<file path="config.mk">
export PLATFORM = sky130hd
export DESIGN_NAME = vend_dispense_scheduler
export DESIGN_NICKNAME = d
export VERILOG_FILES = /design/src/rtl/vend_pkg.sv /design/src/rtl/vend_rr_pick.sv /design/src/rtl/vend_dispense_scheduler.sv
export SDC_FILE = /design/constraint.sdc
export NUM_CORES = 1
export LEC_CHECK = 0
export ABC_AREA = 0
export ABC_CLOCK_PERIOD_IN_PS = 1900
export CAP_MARGIN = 10
export CORE_ASPECT_RATIO = 2
export CORE_UTILIZATION = 40
export CTS_CLUSTER_DIAMETER = 60
export CTS_CLUSTER_SIZE = 25
export DETAILED_ROUTE_END_ITERATION = 7
export GPL_ROUTABILITY_DRIVEN = 0
export SYNTH_ARGS = -nofsm -noshare
export SYNTH_HDL_FRONTEND = slang
export SYNTH_SLANG_ARGS = --single-unit
</file>
<file path="constraint.sdc">
create_clock -name clk -period 1.9 [get_ports clk]
set_input_delay 0.285 -clock clk [delete_from_list [all_inputs] [get_ports clk]]
set_output_delay 0.285 -clock clk [all_outputs]
set_load 0.01 [all_outputs]
</file>
<file path="src/rtl/vend_pkg.sv">
`default_nettype none
// ============================================================================
//  Module      : vend_pkg
//  Description : Shared definitions for the vending dispense scheduler:
//                default parameters, scheduler state encoding and the
//                lane-index width helper.
//  Revision    : 1.0 - initial release
// ============================================================================
package vend_pkg;

    localparam int VEND_N_LANES = 4;
    localparam int VEND_TIMEOUT = 200;
    localparam int VEND_GAP     = 3;

    localparam logic [2:0] VEND_ST_IDLE   = 3'd0;
    localparam logic [2:0] VEND_ST_START  = 3'd1;
    localparam logic [2:0] VEND_ST_WAIT   = 3'd2;
    localparam logic [2:0] VEND_ST_DONE   = 3'd3;
    localparam logic [2:0] VEND_ST_FAULT  = 3'd4;
    localparam logic [2:0] VEND_ST_SETTLE = 3'd5;

    typedef enum logic [2:0] {
        S_IDLE   = VEND_ST_IDLE,
        S_START  = VEND_ST_START,
        S_WAIT   = VEND_ST_WAIT,
        S_DONE   = VEND_ST_DONE,
        S_FAULT  = VEND_ST_FAULT,
        S_SETTLE = VEND_ST_SETTLE
    } vend_state_e;

    // Width of a lane index; never narrower than one bit.
    function automatic int vend_lane_w(input int n);
        return (n <= 2) ? 1 : $clog2(n);
    endfunction

endpackage
`default_nettype wire

</file>
<file path="src/rtl/vend_rr_pick.sv">
`default_nettype none
// ============================================================================
//  Module      : vend_rr_pick
//  Description : Combinational round-robin picker. Returns the first set bit
//                of mask_i found scanning upward from ptr_i with wrap-around.
//  Ports       : mask_i  - candidate lanes
//                ptr_i   - lane to start scanning from
//                found_o - at least one candidate present
//                idx_o   - selected lane (0 when nothing found)
//  Revision    : 1.0 - initial release
// ============================================================================
module vend_rr_pick
    import vend_pkg::*;
#(
    parameter  int N_LANES = VEND_N_LANES,
    localparam int LW      = vend_lane_w(N_LANES)
) (
    input  logic [N_LANES-1:0] mask_i,
    input  logic [LW-1:0]      ptr_i,
    output logic               found_o,
    output logic [LW-1:0]      idx_o
);

    // Scan from the farthest offset down to offset 0 so that the nearest
    // candidate is written last and wins, avoiding an early loop exit.
    always_comb begin
        found_o = 1'b0;
        idx_o   = '0;
        for (int i = N_LANES - 1; i >= 0; i--) begin
            logic [LW-1:0] cand;
            cand = LW'((int'(ptr_i) + i) % N_LANES);
            if (mask_i[cand]) begin
                found_o = 1'b1;
                idx_o   = cand;
            end
        end
    end

endmodule
`default_nettype wire

</file>
<file path="src/rtl/vend_dispense_scheduler.sv">
`default_nettype none
// ============================================================================
//  Module      : vend_dispense_scheduler
//  Description : Shares one dispense motor between N_LANES vending lanes.
//                Grants lanes round-robin, pulses the motor start, waits for
//                completion or timeout, acknowledges or faults the lane and
//                then holds off for a GAP-cycle mechanical settle period.
//  Ports       : clk, rst         - clock, synchronous active-high reset
//                req_i            - per-lane level dispense request
//                motor_done_i     - motor driver completion pulse
//                motor_start_o    - one-cycle motor start pulse
//                lane_sel_o       - lane being served
//                busy_o           - scheduler not idle
//                dispensed_o      - one-hot acknowledge to served lane
//                fault_o          - one-cycle timeout pulse
//                lane_disabled_o  - sticky mask of faulted lanes
//  Revision    : 1.0 - initial release
// ============================================================================
module vend_dispense_scheduler
    import vend_pkg::*;
#(
    parameter  int N_LANES = VEND_N_LANES,
    parameter  int TIMEOUT = VEND_TIMEOUT,
    parameter  int GAP     = VEND_GAP,
    localparam int LW      = vend_lane_w(N_LANES)
) (
    input  logic               clk,
    input  logic               rst,
    input  logic [N_LANES-1:0] req_i,
    input  logic               motor_done_i,
    output logic               motor_start_o,
    output logic [LW-1:0]      lane_sel_o,
    output logic               busy_o,
    output logic [N_LANES-1:0] dispensed_o,
    output logic               fault_o,
    output logic [N_LANES-1:0] lane_disabled_o
);

    // The timer serves both the WAIT timeout and the SETTLE gap, so it is
    // sized for whichever is larger; it never counts past that bound.
    localparam int TMAX = (TIMEOUT > GAP) ? TIMEOUT : GAP;
    localparam int TW   = $clog2(TMAX + 1);

    vend_state_e        state_q, state_d;
    logic [LW-1:0]      rr_ptr_q, rr_ptr_d;
    logic [TW-1:0]      timer_q, timer_d;
    logic [LW-1:0]      lane_sel_q, lane_sel_d;
    logic [N_LANES-1:0] lane_dis_q, lane_dis_d;

    logic               pick_found;
    logic [LW-1:0]      pick_idx;
    logic [LW-1:0]      next_ptr;
    logic [N_LANES-1:0] set_dis;

    vend_rr_pick #(
        .N_LANES (N_LANES)
    ) u_pick (
        .mask_i  (req_i & ~lane_dis_q),
        .ptr_i   (rr_ptr_q),
        .found_o (pick_found),
        .idx_o   (pick_idx)
    );

    assign next_ptr = (lane_sel_q == LW'(N_LANES - 1)) ? '0 : lane_sel_q + 1'b1;

    // Per-lane decode of the served lane for the acknowledge and fault mask.
    for (genvar g = 0; g < N_LANES; g++) begin : g_lane
        assign dispensed_o[g] = (state_q == S_DONE)  && (lane_sel_q == LW'(g));
        assign set_dis[g]     = (state_q == S_FAULT) && (lane_sel_q == LW'(g));
    end

    always_comb begin
        state_d    = state_q;
        rr_ptr_d   = rr_ptr_q;
        timer_d    = timer_q;
        lane_sel_d = lane_sel_q;
        lane_dis_d = lane_dis_q | set_dis;
        case (state_q)
            S_IDLE: begin
                if (pick_found) begin
                    lane_sel_d = pick_idx;
                    state_d    = S_START;
                end
            end
            S_START: begin
                timer_d = '0;
                state_d = S_WAIT;
            end
            S_WAIT: begin
                timer_d = timer_q + 1'b1;
                // Completion has priority over a coincident timeout.
                if (motor_done_i) begin
                    state_d = S_DONE;
                end else if (timer_q == TW'(TIMEOUT - 1)) begin
                    state_d = S_FAULT;
                end
            end
            S_DONE, S_FAULT: begin
                rr_ptr_d = next_ptr;
                timer_d  = '0;
                state_d  = S_SETTLE;
            end
            S_SETTLE: begin
                if (timer_q == TW'(GAP - 1)) begin
                    timer_d = '0;
                    state_d = S_IDLE;
                end else begin
                    timer_d = timer_q + 1'b1;
                end
            end
            default: begin
                state_d = S_IDLE;
            end
        endcase
    end

    always_ff @(posedge clk) begin
        if (rst) begin
            state_q    <= S_IDLE;
            rr_ptr_q   <= '0;
            timer_q    <= '0;
            lane_sel_q <= '0;
            lane_dis_q <= '0;
        end else begin
            state_q    <= state_d;
            rr_ptr_q   <= rr_ptr_d;
            timer_q    <= timer_d;
            lane_sel_q <= lane_sel_d;
            lane_dis_q <= lane_dis_d;
        end
    end

    assign motor_start_o   = (state_q == S_START);
    assign busy_o          = (state_q != S_IDLE);
    assign fault_o         = (state_q == S_FAULT);
    assign lane_sel_o      = lane_sel_q;
    assign lane_disabled_o = lane_dis_q;

endmodule
`default_nettype wire

</file>
==> results of run 1 <==
==> final cells by class <==
| class | instances | area share |
|---|---|---|
| multi-input combinational | 100 | 0.478 |
| sequential | 19 | 0.277 |
| timing repair buffer | 25 | 0.173 |
| clock buffer | 4 | 0.0319 |
| tap | 28 | 0.0248 |
| inverter | 6 | 0.0159 |
==> power groups by stage <==
stage / logic [W] / clock network [W] / registers (W)
floorplan: 0.000234 / 0 / 0.000462
global placement: 0.000314 / 0 / 0.000489
detailed placement: 0.000318 / 0 / 0.000492
CTS: 0.000329 / 0.000294 / 0.000488
global route: 0.000369 / 0.000314 / 0.000497
finish: 0.000334 / 0.000284 / 0.000490
==> worst max-delay path: stages, from the launching register on <==
cell             delay, ns
dfxtp_2               0.39
or3_4                 0.41
clkdlybuf4s50_1       0.48
==> layer usage <==
layer	vias to the layer above	part of all wire	global-route usage
li1	515	-	-
met1	500	0.37	0.241
met2	27	0.58	0.410
met3	6	0.032	0.0262
met4	0	0.026	0.107
met5	-	0	0
==> cell usage in the layout (no fill, tap or decap), types with 2 or more instances in the layout <==
cell type and count:
nand2_1 6, buf_4 6, ha_1 5, dfxtp_2 3, nand4_1 5, dlymetal6s2s_1 4
nor2_1 14, nor2b_1 3, xor2_1 4, nor3_1 2, and3_1 4, nand3_1 2
dfxtp_4 2, o21ai_0 5, nand2b_1 6, dfxtp_1 14, a21oi_1 10, clkbuf_8 3
clkdlybuf4s50_1 14, mux2i_1 2, o211ai_1 2, inv_1 6, a211oi_1 2
==> registers in the layout (all words and copies together) (netlist names) <==
signal,count
state_q,3
lane_sel_o,2
rr_ptr_q,2
lane_disabled_o,4
timer_q,8
==> cell usage after synthesis (2+ instances only) <==
cell | n | share of area
clkbuf_1 | 2 | 0.0068
xor2_1 | 4 | 0.032
nand3_1 | 2 | 0.0090
o211ai_1 | 2 | 0.014
nand4_1 | 5 | 0.028
a21oi_1 | 10 | 0.045
nor2b_1 | 3 | 0.017
dfxtp_1 | 19 | 0.34
and3_1 | 4 | 0.023
o21ai_0 | 5 | 0.023
a211oi_1 | 2 | 0.014
nor2_1 | 14 | 0.047
inv_1 | 6 | 0.020
mux2i_1 | 2 | 0.018
nand2b_1 | 6 | 0.034
nand2_1 | 6 | 0.020
nor3_1 | 2 | 0.0090
buf_6 | 2 | 0.020
ha_1 | 6 | 0.068
==> path summary, 6_finish.rpt <==
kind,end,slack [ns],cells after the start
setup reg to reg,timer_q[7]$_SDFFE_PP0P_,0.19,5
hold / removal,timer_q[7]$_SDFFE_PP0P_,0.50,2
hold reg to reg,timer_q[7]$_SDFFE_PP0P_,0.50,2
setup / recovery,busy_o,0.08,2
==> metrics by stage <==
step	setup slack (ns)	total power, W
global route	0.0311	0.00118
detailed placement	0.0819	0.000810
floorplan	0.355	0.000696
finish	0.0757	0.00111
global placement	0.116	0.000803
CTS	0.00273	0.00111
==> kinds of logic after synthesis <==
| logic type | synth area share |
|---|---|
| buf+inv | 0.0518 |
| flops | 0.342 |
| fa+ha+maj | 0.0676 |
| compound gates | 0.195 |
| xor+xnor | 0.0315 |
| mux | 0.0180 |
| simple gates | 0.294 |
==> timing repair <==
item                       4_1_cts  5_1_grt
setup endpoints to repair        7        4
pin swaps                        1        0
resized for setup                7        6
setup buffers                    1        1
hold buffers                     0        0
==> metrics.md, run 1 <==
| Metric | Value |
|---|---|
| # setup viols final | `0` |
| Reg2reg start | `state_q[1]$_SDFFE_PP0P_` |
| Outcome | `finished clean` |
| First-pass GRT wire length | `4.86 mm` |
| Nets | `168` |
| Final Non-Filler Cells | `182` |
| Vias per std cell | `5.76` |
| Worst slew pin tran | `0.362 ns` |
| Clk_skew | `0.00276 ns` |
| Die width | `39.3 µm` |
| Maximum clock path buffer count | `2` |
| Ys Warns | `0` |
| Max-cap violations | `0` |
| Worst-path clk slew | `0.07 ns` |
| Fill cells | `270` |
| CTS tree | `yes` |
| Critical Path Source | `state_q[1]$_SDFFE_PP0P_` |
| Setup crit start kind | `register` |
| Initial antenna violation count | `0` |
| Die footprint | `0.00301 mm²` |
| Worst hold path class | `register to register` |
| Num CTS Buffers | `3` |
| Pwr/cell area | `783 mW/mm²` |
| Clk root buf | `clkbuf_8` |
| Share of layout cells above drive strength 1 | `0.149` |
| Worst VDD drop | `0.000368 V` |
| Area after DPL | `0.00133 mm²` |
| Fin area | `0.00141 mm²` |
| Worst EP required | `1.62 ns` |
| Seq pwr share | `0.442` |
| 1st-pass router iterations | `4` |
| Slew margin rel. | `0.755` |
| Slew Viols, Final | `0` |
| Final worst path period share | `0.960` |
| DRT iter0 DRCs | `29` |
| Antenna cells | `0` |
| Io pins | `20` |
| CP arrival | `1.54 ns` |
| P&R area growth vs syn | `27.3%` |
| Final Hold Viols | `0` |
| Average wire per standard cell | `16.9 µm` |
| PortBufs | `19` |
| Hpwl dp | `2.27 mm` |
| Vias in the first global route | `1032` |
| Combinational Power Share | `0.301` |
| Pin count of the biggest net entering global routing | `15` |
| Min cycle time layout | `1.82 ns` |
| Total gr overflow | `0` |
| Clk_lat worst skew | `0.25 ns` |
| Starting Density | `0.427` |
| Post-layout util | `0.543` |
| Placed instance count | `176` |
| Reg area | `392 µm²` |
| Avg Inst Size Synth | `8.55 µm²` |
| Setup TNS | `0 ns` |
| FP Rows | `26` |
| Register area share after synthesis | `0.342` |
| Syn Std Cell Area | `0.00111 mm²` |
| Post-Syn Nets | `143` |
| P_sw | `0.000354 W` |
| Tot GR Track Use | `0.229` |
| Pint | `0.000753 W` |
| Final Hold Slack | `0.500 ns` |
| Worst setup path category | `register to output port` |
| Number of synthesized flops with an enable pin | `0` |
| CORE AREA | `0.00260 mm²` |
| Async set-reset flop share out of synthesis | `0` |
| Post-synthesis sequential element count | `19` |
| Die Y | `76.5 µm` |
| Vias after detailed routing | `1048` |
| Switching share of total power | `0.320` |
| Antenna-violating nets left | `0` |
| Critical Path Sink Type | `output port` |
| Hold path start | `timer_q[7]$_SDFFE_PP0P_` |
| # H-tree levels | `1` |
| Fmax achieved | `0.548 GHz` |
| Synth unique cells | `47` |
| Routed Wire Length | `3.07 mm` |
| Synth Flop Type | `dfxtp_1` |
| DRC viols | `0` |
| Footprint of the multi-input gates | `676 µm²` |
| Pleak | `0.614 nW` |
| CTS sink cnt | `19` |
| Clock power share | `0.257` |
| Syn Inst Count | `130` |
| RSZ-0062 raised after global routing | `false` |
| Max FO, Critical Path | `14` |
(Power assumes the default switching activity.)
==> inputs of run 2 (changes only) <==
- CTS_CLUSTER_SIZE: 25 -> not set
==> results of run 2 <==
No change in the layout: final DEF, timing and power equal those of run 1.
==> inputs of run 3 (changes only) <==
- CELL_PAD_IN_SITES_DETAIL_PLACEMENT: not set -> 0
- CELL_PAD_IN_SITES_GLOBAL_PLACEMENT: not set -> 1
- CORE_UTILIZATION: 40 -> 38
- PLACE_DENSITY_LB_ADDON: not set -> 0.1
==> run 3 against run 2 <==
Core utilization decreased by 3.1 points. Global-route usage decreased by 2.6 points. Combinational power decreased by 3%. Worst hold slack got worse by 0.0063 ns. Sequential share of layout area decreased by 0.12 points. Count of clock-buffer cells in the layout decreased by 1. Fmax increased by 4.1%. Final area increased by 0.44%. Critical path depth increased by 1. Critical path type unchanged. Highest routed layer unchanged.
==> metrics.md, run 3 (same netlist as run 1, synthesis figures left out) <==
| Metric | Value |
|---|---|
| Outcome | `finished clean` |
| Nets | `168 (unchanged)` |
| Max-cap violations | `0 (unchanged)` |
| CTS sink cnt | `19 (unchanged)` |
| Hold Path Stages | `1 (-1)` |
| FP Rows | `27 (+3.8%)` |
| R2r worst-path depth | `5 (unchanged)` |
| Pin count of the biggest net entering global routing | `15 (unchanged)` |
| # setup viols final | `0 (unchanged)` |
| Final Non-Filler Cells | `183 (+0.55%)` |
| Setup Buffers After CTS | `0 (-1)` |
| Pint | `0.000745 W (-1.1%)` |
| Worst EP required | `1.62 ns (about the same)` |
| Io pins | `20 (unchanged)` |
| Total gr overflow | `0 (unchanged)` |
| RSZ-0062 raised after global routing | `false` |
| Num CTS Buffers | `3 (unchanged)` |
| Clock power share | `0.265 (+0.008)` |
| Antenna cells | `0 (unchanged)` |
| Reg2Reg Setup Slack | `0.30 ns (+0.11 ns)` |
| Tot GR Track Use | `0.203 (-0.0260)` |
| Routed Wire Length | `2.87 mm (-6.5%)` |
| Worst setup path category | `register to output port` |
| Setup crit start kind | `register` |
| First-pass GRT wire length | `4.45 mm (-8.5%)` |
| Top reg by flops | `timer_q` |
| Min cycle time layout | `1.75 ns (-0.0715 ns)` |
| Vias in the first global route | `962 (-6.8%)` |
| Final worst path period share | `0.923 (-0.0376)` |
| Clk_skew | `0.00544 ns (+0.00268 ns)` |
| Worst-path clk slew | `0.07 ns (about the same)` |
| Pre-CTS setup slack | `0.0870 ns (+0.00504 ns)` |
| Slew margin rel. | `0.730 (-0.0251)` |
| Max reg flops | `8 (unchanged)` |
| Placed instance count | `179 (+1.7%)` |
| Average wire per standard cell | `15.7 µm (-7.0%)` |
| PortBufs | `19 (unchanged)` |
| Worst hold path class | `register to register` |
| Fill cells | `295 (+9.3%)` |
| Pwr/cell area | `776 mW/mm² (-0.98%)` |
| Clk_lat worst skew | `0.26 ns (about the same)` |
| Hpwl dp | `2.21 mm (-2.7%)` |
| P_sw | `0.000356 W (+0.62%)` |
| Hold path start | `state_q[2]$_SDFFE_PP0P_` |
| Critical Path Source | `state_q[1]$_SDFFE_PP0P_` |
| CTS tree | `yes` |
| Die width | `40.2 µm (+2.5%)` |
| Worst VDD drop | `0.000419 V (+14%)` |
| Setup ws final | `0.147 ns (+0.0715 ns)` |
| Switching share of total power | `0.324 (+0.00373)` |
| Combinational Power Share | `0.294 (-0.007)` |
| # H-tree levels | `1 (unchanged)` |
| P&R area growth vs syn | `27.8%` |
| Vias after detailed routing | `1035 (-1.2%)` |
| Final Hold Viols | `0 (unchanged)` |
| Pleak | `0.628 nW (+2.2%)` |
| Initial antenna violation count | `0 (unchanged)` |
| DRC viols | `0 (unchanged)` |
| Share of layout cells above drive strength 1 | `0.156 (+0.00649)` |
| Antenna-violating nets left | `0 (unchanged)` |
| Seq pwr share | `0.441 (about the same)` |
| Worst reg2reg endpoint | `timer_q[7]$_SDFFE_PP0P_` |
| CORE AREA | `0.00277 mm² (+6.4%)` |
| Starting Density | `0.401 (-0.0258)` |
| Fmax achieved | `0.570 GHz (+4.1%)` |
| Post-layout util | `0.513 (-0.0306)` |
| Worst slew pin tran | `0.404 ns (+0.0419 ns)` |
| Die Y | `78.5 µm (+2.5%)` |
| Slew Viols, Final | `0 (unchanged)` |
| 1st-pass router iterations | `4 (unchanged)` |
| Critical Path Sink Type | `output port` |
| DRT iter0 DRCs | `36 (+24%)` |
| Hold endpoint | `state_q[1]$_SDFFE_PP0P_` |
| Maximum clock path buffer count | `2 (unchanged)` |
| CP arrival | `1.47 ns (-0.07 ns)` |
| Die footprint | `0.00316 mm² (+5.1%)` |
| Setup TNS | `0 ns (unchanged)` |
| Most frequent cells in the layout | `nor2_1 (14), clkdlybuf4s50_1 (14), dfxtp_1 (14), a21oi_1 (10)` |
| Max FO, Critical Path | `14 (unchanged)` |
| Reg2reg start | `state_q[2]$_SDFFE_PP0P_` |
| Vias per std cell | `5.66 (-1.8%)` |
| Clk root buf | `clkbuf_8` |
[run 3: timing repair]
item | CTS | global route
pin swaps | 0 | 0
hold buffers | 0 | 0
setup endpoints to repair | 5 | 5
endpoints found under the hold margin | 0 | 0
gates resized for setup | 5 | 8
[run 3: worst max path at each step]
stage | slack (ns) | cells after the start | to
2_1_floorplan | 0.36 | 6 | lane_sel_o[1]$_SDFFE_PP0P_
3_5_place_dp | 0.09 | 5 | lane_sel_o[1]$_SDFFE_PP0P_
4_1_cts | 0.006 | 2 | busy_o
6_report | 0.15 | 3 | motor_start_o
3_3_place_gp | 0.12 | 5 | lane_sel_o[1]$_SDFFE_PP0P_
5_1_grt | 0.06 | 3 | motor_start_o
[run 3: power groups by stage]
stage | registers (W) | clock network (W) | logic [W]
2_1_floorplan | 0.000462 | 0 | 0.000234
3_3_place_gp | 0.000486 | 0 | 0.000323
3_5_place_dp | 0.000487 | 0 | 0.000326
4_1_cts | 0.000483 | 0.000296 | 0.000328
5_1_grt | 0.000492 | 0.000307 | 0.000361
6_report | 0.000485 | 0.000292 | 0.000324
[run 3: layout make-up]
type / instances / area, µm² / share of cell area
well taps: 29 / 36.3 / 0.0256
clock buffers: 3 / 41.3 / 0.0291
repair buffers: 25 / 248 / 0.174
multi-input cells: 100 / 676 / 0.476
clock inverters: 1 / 5.00 / 0.00352
inverters: 6 / 22.5 / 0.0159
flip-flops and latches: 19 / 392 / 0.276
[run 3: critical path: stages, from the launching register on]
cell	delay [ns]
dfxtp_2	0.39
nand2b_1	0.18
nor2_1	0.09
clkdlybuf4s50_1	0.54
[run 3: metal layers]
layer	vias to the layer above	global-route usage	share of wire
li1	516	-	-
met1	474	0.206	0.38
met2	35	0.373	0.56
met3	10	0.0198	0.037
met4	0	0.0933	0.025
met5	-	0	0
[run 3: through the flow]
step / total power, W / area, µm² / hold slack (ns)
global route: 0.00116 / 1420 / 0.504
floorplan: 0.000696 / 1110 / 0.347
CTS: 0.00111 / 1400 / 0.489
global placement: 0.000810 / 1350 / 0.479
finish: 0.00110 / 1420 / 0.493
detailed placement: 0.000813 / 1350 / 0.494
